**src/rtl/mem_checker_native_multi.sv**
```systemverilog
// Native-port memory checker: writes a pattern over an address range, reads it back with bounded outstanding reads, compares every beat.
// Compare result lands 1 cycle after rd_valid; writes stall on wr_busy until accepted, reads stall on rd_busy or the outstanding limit.
module mem_checker_native_multi #(
  parameter int          DATA_WIDTH      = 128,
  parameter logic [31:0] START_ADDR      = 32'h0000_0000,
  parameter logic [31:0] END_ADDR        = 32'h0000_0100,
  parameter logic [31:0] ADDR_STEP       = 32'd1,
  parameter int          NUM_PASSES      = 1,
  parameter int          MAX_OUTSTANDING = 8,
  parameter int          ERR_CNT_WIDTH   = 16,
  parameter logic [31:0] LFSR_SEED       = 32'hACE1_2468
) (
  input  logic                     clk,
  input  logic                     reset,
  input  logic                     test_start,
  input  logic [1:0]               pattern_sel,
  input  logic                     wr_busy,
  output logic                     wr_en,
  output logic [31:0]              wr_addr,
  output logic [DATA_WIDTH-1:0]    wr_data,
  output logic [DATA_WIDTH/8-1:0]  wr_datamask,
  input  logic                     wr_ack,
  input  logic                     rd_busy,
  output logic                     rd_en,
  output logic [31:0]              rd_addr,
  input  logic [DATA_WIDTH-1:0]    rd_data,
  input  logic                     rd_valid,
  output logic                     test_busy,
  output logic                     test_done,
  output logic                     test_pass,
  output logic [ERR_CNT_WIDTH-1:0] err_count,
  output logic [31:0]              first_err_addr,
  output logic                     first_err_valid,
  output logic [15:0]              pass_count
);
  localparam int          LANES     = DATA_WIDTH / 32;
  localparam int          WALK_W    = $clog2(DATA_WIDTH);
  localparam logic [31:0] LFSR_TAPS = 32'h8020_0003;
  localparam bit          EMPTY     = END_ADDR < START_ADDR;
  localparam logic [8:0]  MAX_OUT   = 9'(MAX_OUTSTANDING);
  localparam logic [31:0] PASSES    = 32'(NUM_PASSES);

  typedef enum logic [2:0] {IDLE, WRITE, READ, DRAIN, DONE} state_t;

  state_t            state;
  logic              start_q;
  logic [1:0]        pat_q;
  logic [31:0]       wr_lfsr, chk_addr, chk_lfsr;
  logic [WALK_W-1:0] wr_walk, chk_walk;
  logic [8:0]        out_cnt, out_nxt;
  logic [32:0]       wr_sum, rd_sum;
  logic [DATA_WIDTH-1:0] chk_exp;
  logic start_rise, wr_acc, rd_iss, in_run, rd_ret, stray, mismatch;
  logic wr_last, rd_last, pass_more;

  function automatic logic [31:0] lfsr_adv(input logic [31:0] s);
    return {1'b0, s[31:1]} ^ (s[0] ? LFSR_TAPS : 32'h0);
  endfunction

  function automatic logic [WALK_W-1:0] walk_adv(input logic [WALK_W-1:0] w);
    return (w == WALK_W'(DATA_WIDTH - 1)) ? '0 : w + WALK_W'(1);
  endfunction

  function automatic logic [DATA_WIDTH-1:0] gen(input logic [1:0] pat, input logic [31:0] addr,
                                                input logic [31:0] lfsr, input logic [WALK_W-1:0] walk,
                                                input logic [15:0] pc);
    logic [DATA_WIDTH-1:0] d;
    d = '0;
    for (int j = 0; j < LANES; j++) begin
      case (pat)
        2'd0:    d[j*32 +: 32] = addr ^ 32'(j);
        2'd1:    d[j*32 +: 32] = lfsr ^ {16'(j), pc};
        2'd3:    d[j*32 +: 32] = ~(addr ^ 32'(j));
        default: ;
      endcase
    end
    if (pat == 2'd2) d[walk] = 1'b1;
    return d;
  endfunction

  assign start_rise  = test_start && !start_q;
  assign wr_acc      = wr_en && (wr_ack || !wr_busy);
  assign rd_iss      = rd_en && !rd_busy;
  assign in_run      = (state == WRITE) || (state == READ) || (state == DRAIN);
  assign rd_ret      = rd_valid && in_run;
  assign stray       = rd_ret && (out_cnt == 9'd0);
  assign out_nxt     = out_cnt + 9'(rd_iss) - 9'(rd_ret && !stray);
  assign wr_sum      = {1'b0, wr_addr} + {1'b0, ADDR_STEP};
  assign rd_sum      = {1'b0, rd_addr} + {1'b0, ADDR_STEP};
  // Last beat is the one whose successor would pass END_ADDR (or leave the 32-bit space).
  assign wr_last     = wr_sum > {1'b0, END_ADDR};
  assign rd_last     = rd_sum > {1'b0, END_ADDR};
  assign pass_more   = (PASSES == 32'd0) || (({16'd0, pass_count} + 32'd1) < PASSES);
  assign wr_data     = wr_en ? gen(pat_q, wr_addr, wr_lfsr, wr_walk, pass_count) : '0;
  assign wr_datamask = '0;
  assign chk_exp     = gen(pat_q, chk_addr, chk_lfsr, chk_walk, pass_count);
  assign mismatch    = stray || (rd_data != chk_exp);

  always_ff @(posedge clk) begin
    if (reset) begin
      state           <= IDLE;
      start_q         <= 1'b0;
      pat_q           <= 2'd0;
      wr_en           <= 1'b0;
      wr_addr         <= '0;
      wr_lfsr         <= '0;
      wr_walk         <= '0;
      rd_en           <= 1'b0;
      rd_addr         <= '0;
      chk_addr        <= '0;
      chk_lfsr        <= '0;
      chk_walk        <= '0;
      out_cnt         <= '0;
      test_busy       <= 1'b0;
      test_done       <= 1'b0;
      test_pass       <= 1'b0;
      err_count       <= '0;
      first_err_addr  <= '0;
      first_err_valid <= 1'b0;
      pass_count      <= '0;
    end else begin
      start_q <= test_start;
      out_cnt <= in_run ? out_nxt : '0;
      case (state)
        IDLE, DONE: if (start_rise) begin
          pat_q           <= pattern_sel;
          err_count       <= '0;
          first_err_addr  <= '0;
          first_err_valid <= 1'b0;
          pass_count      <= '0;
          test_pass       <= EMPTY;
          test_done       <= EMPTY;
          if (EMPTY) begin
            state <= DONE;
          end else begin
            state     <= WRITE;
            test_busy <= 1'b1;
            wr_en     <= 1'b1;
            wr_addr   <= START_ADDR;
            wr_lfsr   <= LFSR_SEED;
            wr_walk   <= '0;
          end
        end
        WRITE: if (wr_acc) begin
          if (wr_last) begin
            state    <= READ;
            wr_en    <= 1'b0;
            rd_en    <= 1'b1;
            rd_addr  <= START_ADDR;
            chk_addr <= START_ADDR;
            chk_lfsr <= LFSR_SEED;
            chk_walk <= '0;
          end else begin
            wr_addr <= wr_sum[31:0];
            wr_lfsr <= lfsr_adv(wr_lfsr);
            wr_walk <= walk_adv(wr_walk);
          end
        end
        READ: begin
          rd_en <= !(rd_iss && rd_last) && (out_nxt < MAX_OUT);
          if (rd_iss) begin
            rd_addr <= rd_sum[31:0];
            if (rd_last) state <= DRAIN;
          end
        end
        DRAIN: if (out_cnt == 9'd0) begin
          pass_count <= pass_count + 16'd1;
          if (pass_more) begin
            state   <= WRITE;
            wr_en   <= 1'b1;
            wr_addr <= START_ADDR;
            wr_lfsr <= LFSR_SEED;
            wr_walk <= '0;
          end else begin
            state     <= DONE;
            test_busy <= 1'b0;
            test_done <= 1'b1;
            test_pass <= (err_count == '0);
          end
        end
        default: state <= IDLE;
      endcase
      // Check-side generator follows return order, independent of issue timing.
      if (rd_ret) begin
        chk_addr <= chk_addr + ADDR_STEP;
        chk_lfsr <= lfsr_adv(chk_lfsr);
        chk_walk <= walk_adv(chk_walk);
        if (mismatch) begin
          if (err_count != '1) err_count <= err_count + 1'b1;
          if (!first_err_valid) begin
            first_err_addr  <= chk_addr;
            first_err_valid <= 1'b1;
          end
        end
      end
    end
  end
endmodule

```
**config.mk**
```make
export PLATFORM = sky130hd
export DESIGN_NAME = mem_checker_native_multi
export DESIGN_NICKNAME = d
export VERILOG_FILES = /design/src/rtl/mem_checker_native_multi.sv
export SDC_FILE = /design/constraint.sdc
export NUM_CORES = 1
export LEC_CHECK = 0
export BUFFER_PORTS_ARGS = -buffer_cell sky130_fd_sc_hd__buf_2
export CAP_MARGIN = 20
export CORE_UTILIZATION = 51
export CTS_CLUSTER_SIZE = 12
export DETAILED_ROUTE_END_ITERATION = 6
export GPL_TIMING_DRIVEN = 0
export PLACE_DENSITY_LB_ADDON = 0.08
export SYNTH_ARGS = -nofsm -noshare
export SYNTH_HDL_FRONTEND = slang
export SYNTH_SLANG_ARGS = --single-unit
```
**constraint.sdc**
```tcl
create_clock -name clk -period 3.7 [get_ports clk]
set_input_delay 0 -clock clk [delete_from_list [all_inputs] [get_ports clk]]
set_output_delay 0 -clock clk [all_outputs]
set_load 0.005 [all_outputs]
```
==> run_results.csv, run 1 <==
group,metric,value,unit
routing,wl,88400,microns
status,status,"finished with violations",
setup_path,start_kind,"flip-flop",
global_route,overflow,0,
finish,nNetsFinal,3443,
setup_path,cp_cell_sequence,"buf_4 > or3b_2 > o211a_1 > a21oi_1 > o22ai_1 > nor4_2 > nand4_1 > or3_4 > or2_4 > buf_8 > buf_8 > a41oi_1 > a211oi_1",
place,dp_hpwl,66000,microns
routing,drtIter0Drc,2945,
setup_path,cp-startpoint,"pat_q[0]",
cts,clock_latency,590,ps
global_route,grt_pass1_wl,128000,microns
timing,slew_headroom,23.0,%
place,dpl_worst_slack,-1070,ps
die,dieArea,0.0392,sq mm
die,ioPinCount,415,
synth,syn-mean-instance-area,7.08,sq um
status,violations,"design-rule violations, negative setup slack",
pwr,max-vdd-ir-drop,0.000344,V
global_route,grt_pass1_vias,21900,
pwr,total_power,7.01,mW
setup_path,regToRegStartpoint,"pat_q[0]",
cts,numCtsBuffers,28,
finish,num_antenna_cells,0,
timing,fmax,261,MHz
place,io_buffer_count,397,
routing,wl_per_cell,23.2,microns
timing,slew_violations,0,
timing,setup_viol,28,
cts,clockBufferDepth,3,
synth,yosys_warnings,0,
cts,cts-htree-levels,1,
routing,ant_nets,0,
run,maxCapViolations,0,
global_route,grt_max_degree,29,
timing,setup_slack,-132,ps
timing,fin_tns_setup,-902,ps
synth,synth_cells,2764,
finish,synthToLayoutAreaGrowth,29.4,%
routing,drc,2,
finish,postLayoutCoreUtil,67.1,%
synth,synth_edf_count,0,
finish,final_common_cell,"buf_2",
synth,ys_seq_area_share,26.5,%
pwr,p_leak,10.5,nW
timing,hold_viol_final,0,
global_route,antenna_found_initial,0,
min_path,hp-class,"in2reg",
setup_path,worst_setup_path_end_kind,"flip-flop",
timing,hold-worst-slack,211,ps
global_route,grtUsageTotal,42.1,%
routing,firstDrtPassIters,7,
setup_path,cp_max_fo,10,
synth,netlist_area,0.0196,sq mm
timing,rsz0062_at_grt,"yes",
finish,final_cell_mix,"buf_2 (419), nor2_1 (347), a21oi_1 (299), nand2_1 (245), dfxtp_1 (244)",
timing,fin_crit_sh,104,%
cts,cts_tree,"built",
timing,finalCriticalPeriod,3830,ps
place,place.gp.congestion,1.07,
synth,ys.flop_type,"dfxtp_1",
synth,ys_ff_latch,259,
setup_path,worstPathRequired,4120,ps
timing,skew,43.1,ps
die,dieHeight,198,microns
routing,viasPerCell,6.45,
setup_path,crit_slowest_cell,"or3_4",
finish,fillCellCount,3317,
finish,drive_above_1_share,25.1,%
setup_path,cp_slowest_stage_delay,490,ps
setup_path,arrival,4250,ps
setup_path,timing_worst_setup_path_type,"reg2reg",
routing,via_count,24600,
pwr,power_density,277,mW/mm^2
die,rows,71,
setup_path,crit_top_cell,"buf_8",
min_path,hp-start,"rd_valid",
die,die_w,198,microns
cts,clock_sinks,259,
synth,synth_cell_types,105,
die,initial_utilization,51.8,%
cts,clk_pin_slew,60,ps
die,core-area,0.0378,sq mm
synth,async_flop_share,0,%
timing,max_slew.worst_pin.slew,1150,ps
cts,cts_root_buf,"clkbuf_16",
routing by layer:
| layer | track usage [%] | part of all wire [%] | vias up |
|---|---|---|---|
| li1 | - | - | 11000 |
| met1 | 53.0 | 38 | 11600 |
| met2 | 67.8 | 45 | 1656 |
| met3 | 7.29 | 11 | 379 |
| met4 | 23.8 | 6.6 | 0 |
| met5 | 0 | 0 | - |
logic make-up after synthesis:
logic type	Yosys count	share of synthesized area, %
simple gates	1256	32.7
compound gates	787	25.8
buf+inv	284	6.36
flops	259	26.5
xor+xnor	114	5.10
mux	42	2.17
fa+ha+maj	21	1.38
other cells	1	0.0192
cell type report:
class	instances	area, sq um	area share (%)
Multi-Input combinational cell	2236	14300	56.4
Sequential cell	259	5210	20.6
Timing Repair Buffer	485	2770	10.9
Tap cell	511	639	2.52
Clock buffer	43	827	3.27
Inverter	42	158	0.622
Buffer	233	1380	5.46
Clock inverter	6	46.3	0.183
where the power goes:
| part | leakage (nW) | total (mW) | switching, mW | internal (mW) |
|---|---|---|---|---|
| Combinational | 7.93 | 1.40 | 0.873 | 0.523 |
| Clock | 0.424 | 2.72 | 1.19 | 1.53 |
| Sequential | 2.10 | 2.89 | 0.0548 | 2.83 |
| Total | 10.5 | 7.01 | 2.12 | 4.88 |
timing repair:
action,CTS,global route
hold buffers,4,0
hold endpoints to repair,10,0
setup endpoints to repair,259,229
setup buffers,30,40
gates resized for setup,182,197
pin swaps,26,44
cloned,0,4
through the flow:
stage,std cells,area [sq um]
CTS,3767,24200
finish,3815,25300
detailed placement,3691,22300
floorplan,2779,19600
global route,3815,25300
global placement,3687,22300
synthesized netlist by cell type (16+ instances only):
library cell / n / area (sq um)
nor2_1: 357 / 1340
a21oi_1: 305 / 1530
dfxtp_1: 259 / 5180
nand2_1: 248 / 931
clkbuf_1: 146 / 548
nand3_1: 146 / 731
o21ai_0: 135 / 676
nor3_1: 80 / 400
and2_1: 79 / 494
xor2_1: 71 / 622
a21boi_0: 66 / 495
nor2b_1: 60 / 375
and3_1: 56 / 350
buf_2: 47 / 235
xnor2_1: 43 / 377
inv_1: 41 / 154
mux2i_1: 38 / 380
nor4_1: 36 / 225
nand4_1: 29 / 181
o211ai_1: 27 / 203
or3_1: 26 / 163
a22oi_1: 24 / 180
buf_4: 24 / 180
buf_1: 21 / 78.8
ha_1: 20 / 250
a211oi_1: 19 / 143
a31oi_1: 18 / 113
o221ai_1: 18 / 158
o22ai_1: 18 / 113
or2_2: 17 / 106
a221oi_1: 16 / 140
nand2b_1: 16 / 100
worst max-delay path: cells and delay by family, from the launching register on:
| family | cells | cell delay (ps) |
|---|---|---|
| AND/OR/NAND/NOR | 5 | 1830 |
| AO/OA/AOI/OAI | 5 | 920 |
| buffers and inverters | 3 | 490 |
| flip-flops | 1 | 420 |
state kept, by name (all words and copies together), names as in the netlist, 2 cells and up:
register,cells
out_cnt,9
wr_walk,7
wr_lfsr,32
chk_addr,32
chk_walk,7
err_count,16
pass_count,16
wr_addr,32
state,3
pat_q,2
rd_addr,32
first_err_addr,32
chk_lfsr,32
path summary, 6_finish.rpt:
kind,to,slack (ps),cells past startpoint
setup / recovery,err_count[14],-130,13
hold / removal,err_count[1],210,6
setup reg to reg,err_count[14],-130,13
hold reg to reg,test_done,480,2
Power figures use the tool's default switching activity.
==> run 2, diff against run 1 <==
BUFFER_PORTS_ARGS = unset   (was -buffer_cell sky130_fd_sc_hd__buf_2)
CORE_UTILIZATION = 55   (was 51)
DONT_BUFFER_PORTS = 1   (was unset)
==> run_results.csv, run 2 (synthesized netlist as in run 1, its figures left out) <==
group,metric,value,unit
place,io_buffer_count,0,
die,dieHeight,191,microns
setup_path,crit_top_cell,"buf_6",
finish,final-instance-count-excl-fill,3365,
setup_path,cp_cell_sequence,"buf_8 > buf_6 > nor2b_2 > o32ai_4 > buf_6 > a21oi_2 > a2111oi_2 > nand4b_1 > nor4b_2 > nand4_1 > buf_4 > or2_1 > buf_6 > buf_6 > o211ai_1 > a21bo_1",
status,status,"finished with violations",
min_path,min_to,"chk_walk[3]",
place,placedCellCount,3240,
finish,synthToLayoutAreaGrowth,19.0,%
global_route,overflow,0,
setup_path,timing_worst_setup_path_type,"reg2reg",
pwr,power_density,296,mW/mm^2
routing,wl_per_cell,26.5,microns
setup_path,worst_setup_path_end_kind,"flip-flop",
routing,drc,1,
finish,final_common_cell,"nor2_1",
global_route,grt_pass1_wl,128000,microns
setup_path,r2r-end,"err_count[11]",
die,ioPinCount,415,
timing,setup_slack,-25.0,ps
global_route,grt_max_degree,16,
timing,max_slew.worst_pin.slew,1190,ps
finish,final_cell_mix,"nor2_1 (347), a21oi_1 (294), nand2_1 (246), dfxtp_1 (239), nand3_1 (144)",
min_path,hp-class,"in2reg",
finish,drive_above_1_share,15.4,%
timing,skew,29.8,ps
pwr,max-vdd-ir-drop,0.000471,V
routing,drtIter0Drc,2998,
global_route,antenna_found_initial,2,
die,dieArea,0.0363,sq mm
timing,hold-worst-slack,54.6,ps
min_path,min_delay_path_depth,4,
die,die_w,191,microns
routing,wl,89200,microns
timing,slew_headroom,20.0,%
die,core-area,0.0348,sq mm
routing,via_count,23600,
setup_path,crit_family,"simple AND/OR/NAND/NOR gates",
timing,fin_tns_setup,-40.5,ps
setup_path,start_kind,"flip-flop",
setup_path,cp_max_fo,10,
setup_path,crit_slowest_cell,"dfxtp_4",
cts,cts_root_buf,"clkbuf_16",
cts,clockBufferDepth,3,
finish,final_area,0.0233,sq mm
place,placed_cell_area,0.0202,sq mm
cts,clk_pin_slew,60,ps
min_path,hp-start,"rd_valid",
setup_path,worstPathRequired,4130,ps
cts,clock_latency,570,ps
finish,nNetsFinal,3047,
cts,cts-htree-levels,1,
setup_path,cp_slowest_stage_delay,390,ps
run,maxCapViolations,0,
timing,slew_violations,0,
die,initial_utilization,56.2,%
die,rows,68,
cts,cts_tree,"built",
routing,firstDrtPassIters,7,
timing,fmax,268,MHz
cts,clock_sinks,259,
setup_path,regToRegStartpoint,"pat_q[1]",
place,dp_hpwl,66100,microns
routing,ant_nets,0,
pwr,p_leak,8.45,nW
setup_path,arrival,4160,ps
timing,hold_viol_final,0,
global_route,grtUsageTotal,45.8,%
status,violations,"design-rule violations, negative setup slack",
setup_path,ff2ff_setup_slack,-30,ps
setup_path,r2r_cells,16,
timing,finalCriticalPeriod,3730,ps
setup_path,cp.buffers_inverters,6,
routing,viasPerCell,7.01,
global_route,grt_pass1_vias,21200,
timing,fin_crit_sh,101,%
place,place.gp.congestion,1.09,
cts,numCtsBuffers,28,
timing,setup_viol,2,
## run 2: final cells by class
cell class | instances | area [sq um]
multi-input cells | 2237 | 14400
fillers | 2853 | 11500
flip-flops and latches | 259 | 5220
plain buffers | 236 | 1400
clock buffers | 42 | 803
repair buffers | 85 | 703
well taps | 455 | 569
inverters | 42 | 160
clock inverters | 7 | 75.1
diodes | 2 | 5.00
## run 2: through the flow
| step | power (mW) | setup WS (ps) | utilization, % |
|---|---|---|---|
| floorplan | 3.62 | 33.1 | - |
| global placement | 3.94 | -1260 | 58.1 |
| detailed placement | 3.96 | -1200 | 58.2 |
| CTS | 6.72 | 0.168 | 64.0 |
| global route | 7.04 | -81.9 | 66.9 |
| finish | 6.90 | -25.0 | 66.9 |
## run 2: where the power goes
| group | total [mW] | switching (mW) | internal (mW) |
|---|---|---|---|
| logic | 1.27 | 0.813 | 0.457 |
| registers | 2.89 | 0.0565 | 2.83 |
| clock network | 2.74 | 1.18 | 1.56 |
## run 2: worst max-delay path by stage
| stage | start | to | slack (ps) | cells past startpoint |
|---|---|---|---|---|
| after floorplan | state[0] | rd_en | 30 | 22 |
| after global placement | pat_q[1] | first_err_addr[29] | -1260 | 12 |
| after detailed placement | pat_q[1] | first_err_addr[29] | -1200 | 12 |
| after CTS | chk_walk[5] | err_count[11] | 0.2 | 13 |
| after global routing | pass_count[1] | wr_addr[6] | -80 | 13 |
| final | pat_q[1] | err_count[11] | -30 | 16 |
## run 2: metal layers
layer	routed length [microns]	global-route usage, %
met5	10	0
met4	6960	26.1
met3	10700	11.5
met2	39500	73.6
met1	32000	55.4
## run 2: timing repair
| item | in CTS | in global routing |
|---|---|---|
| hold buffers | 5 | 0 |
| gates cloned | 0 | 2 |
| setup buffers | 32 | 38 |
| endpoints found under the hold margin | 16 | 0 |
| pin swaps | 27 | 44 |
| gates resized for setup | 219 | 176 |
| endpoints found under the setup margin | 258 | 235 |
## run 2: worst min-delay path: stages
cell and delay (ps):
nor3b_1 200, nand2_1 160, or3_1 130, a21oi_1 60
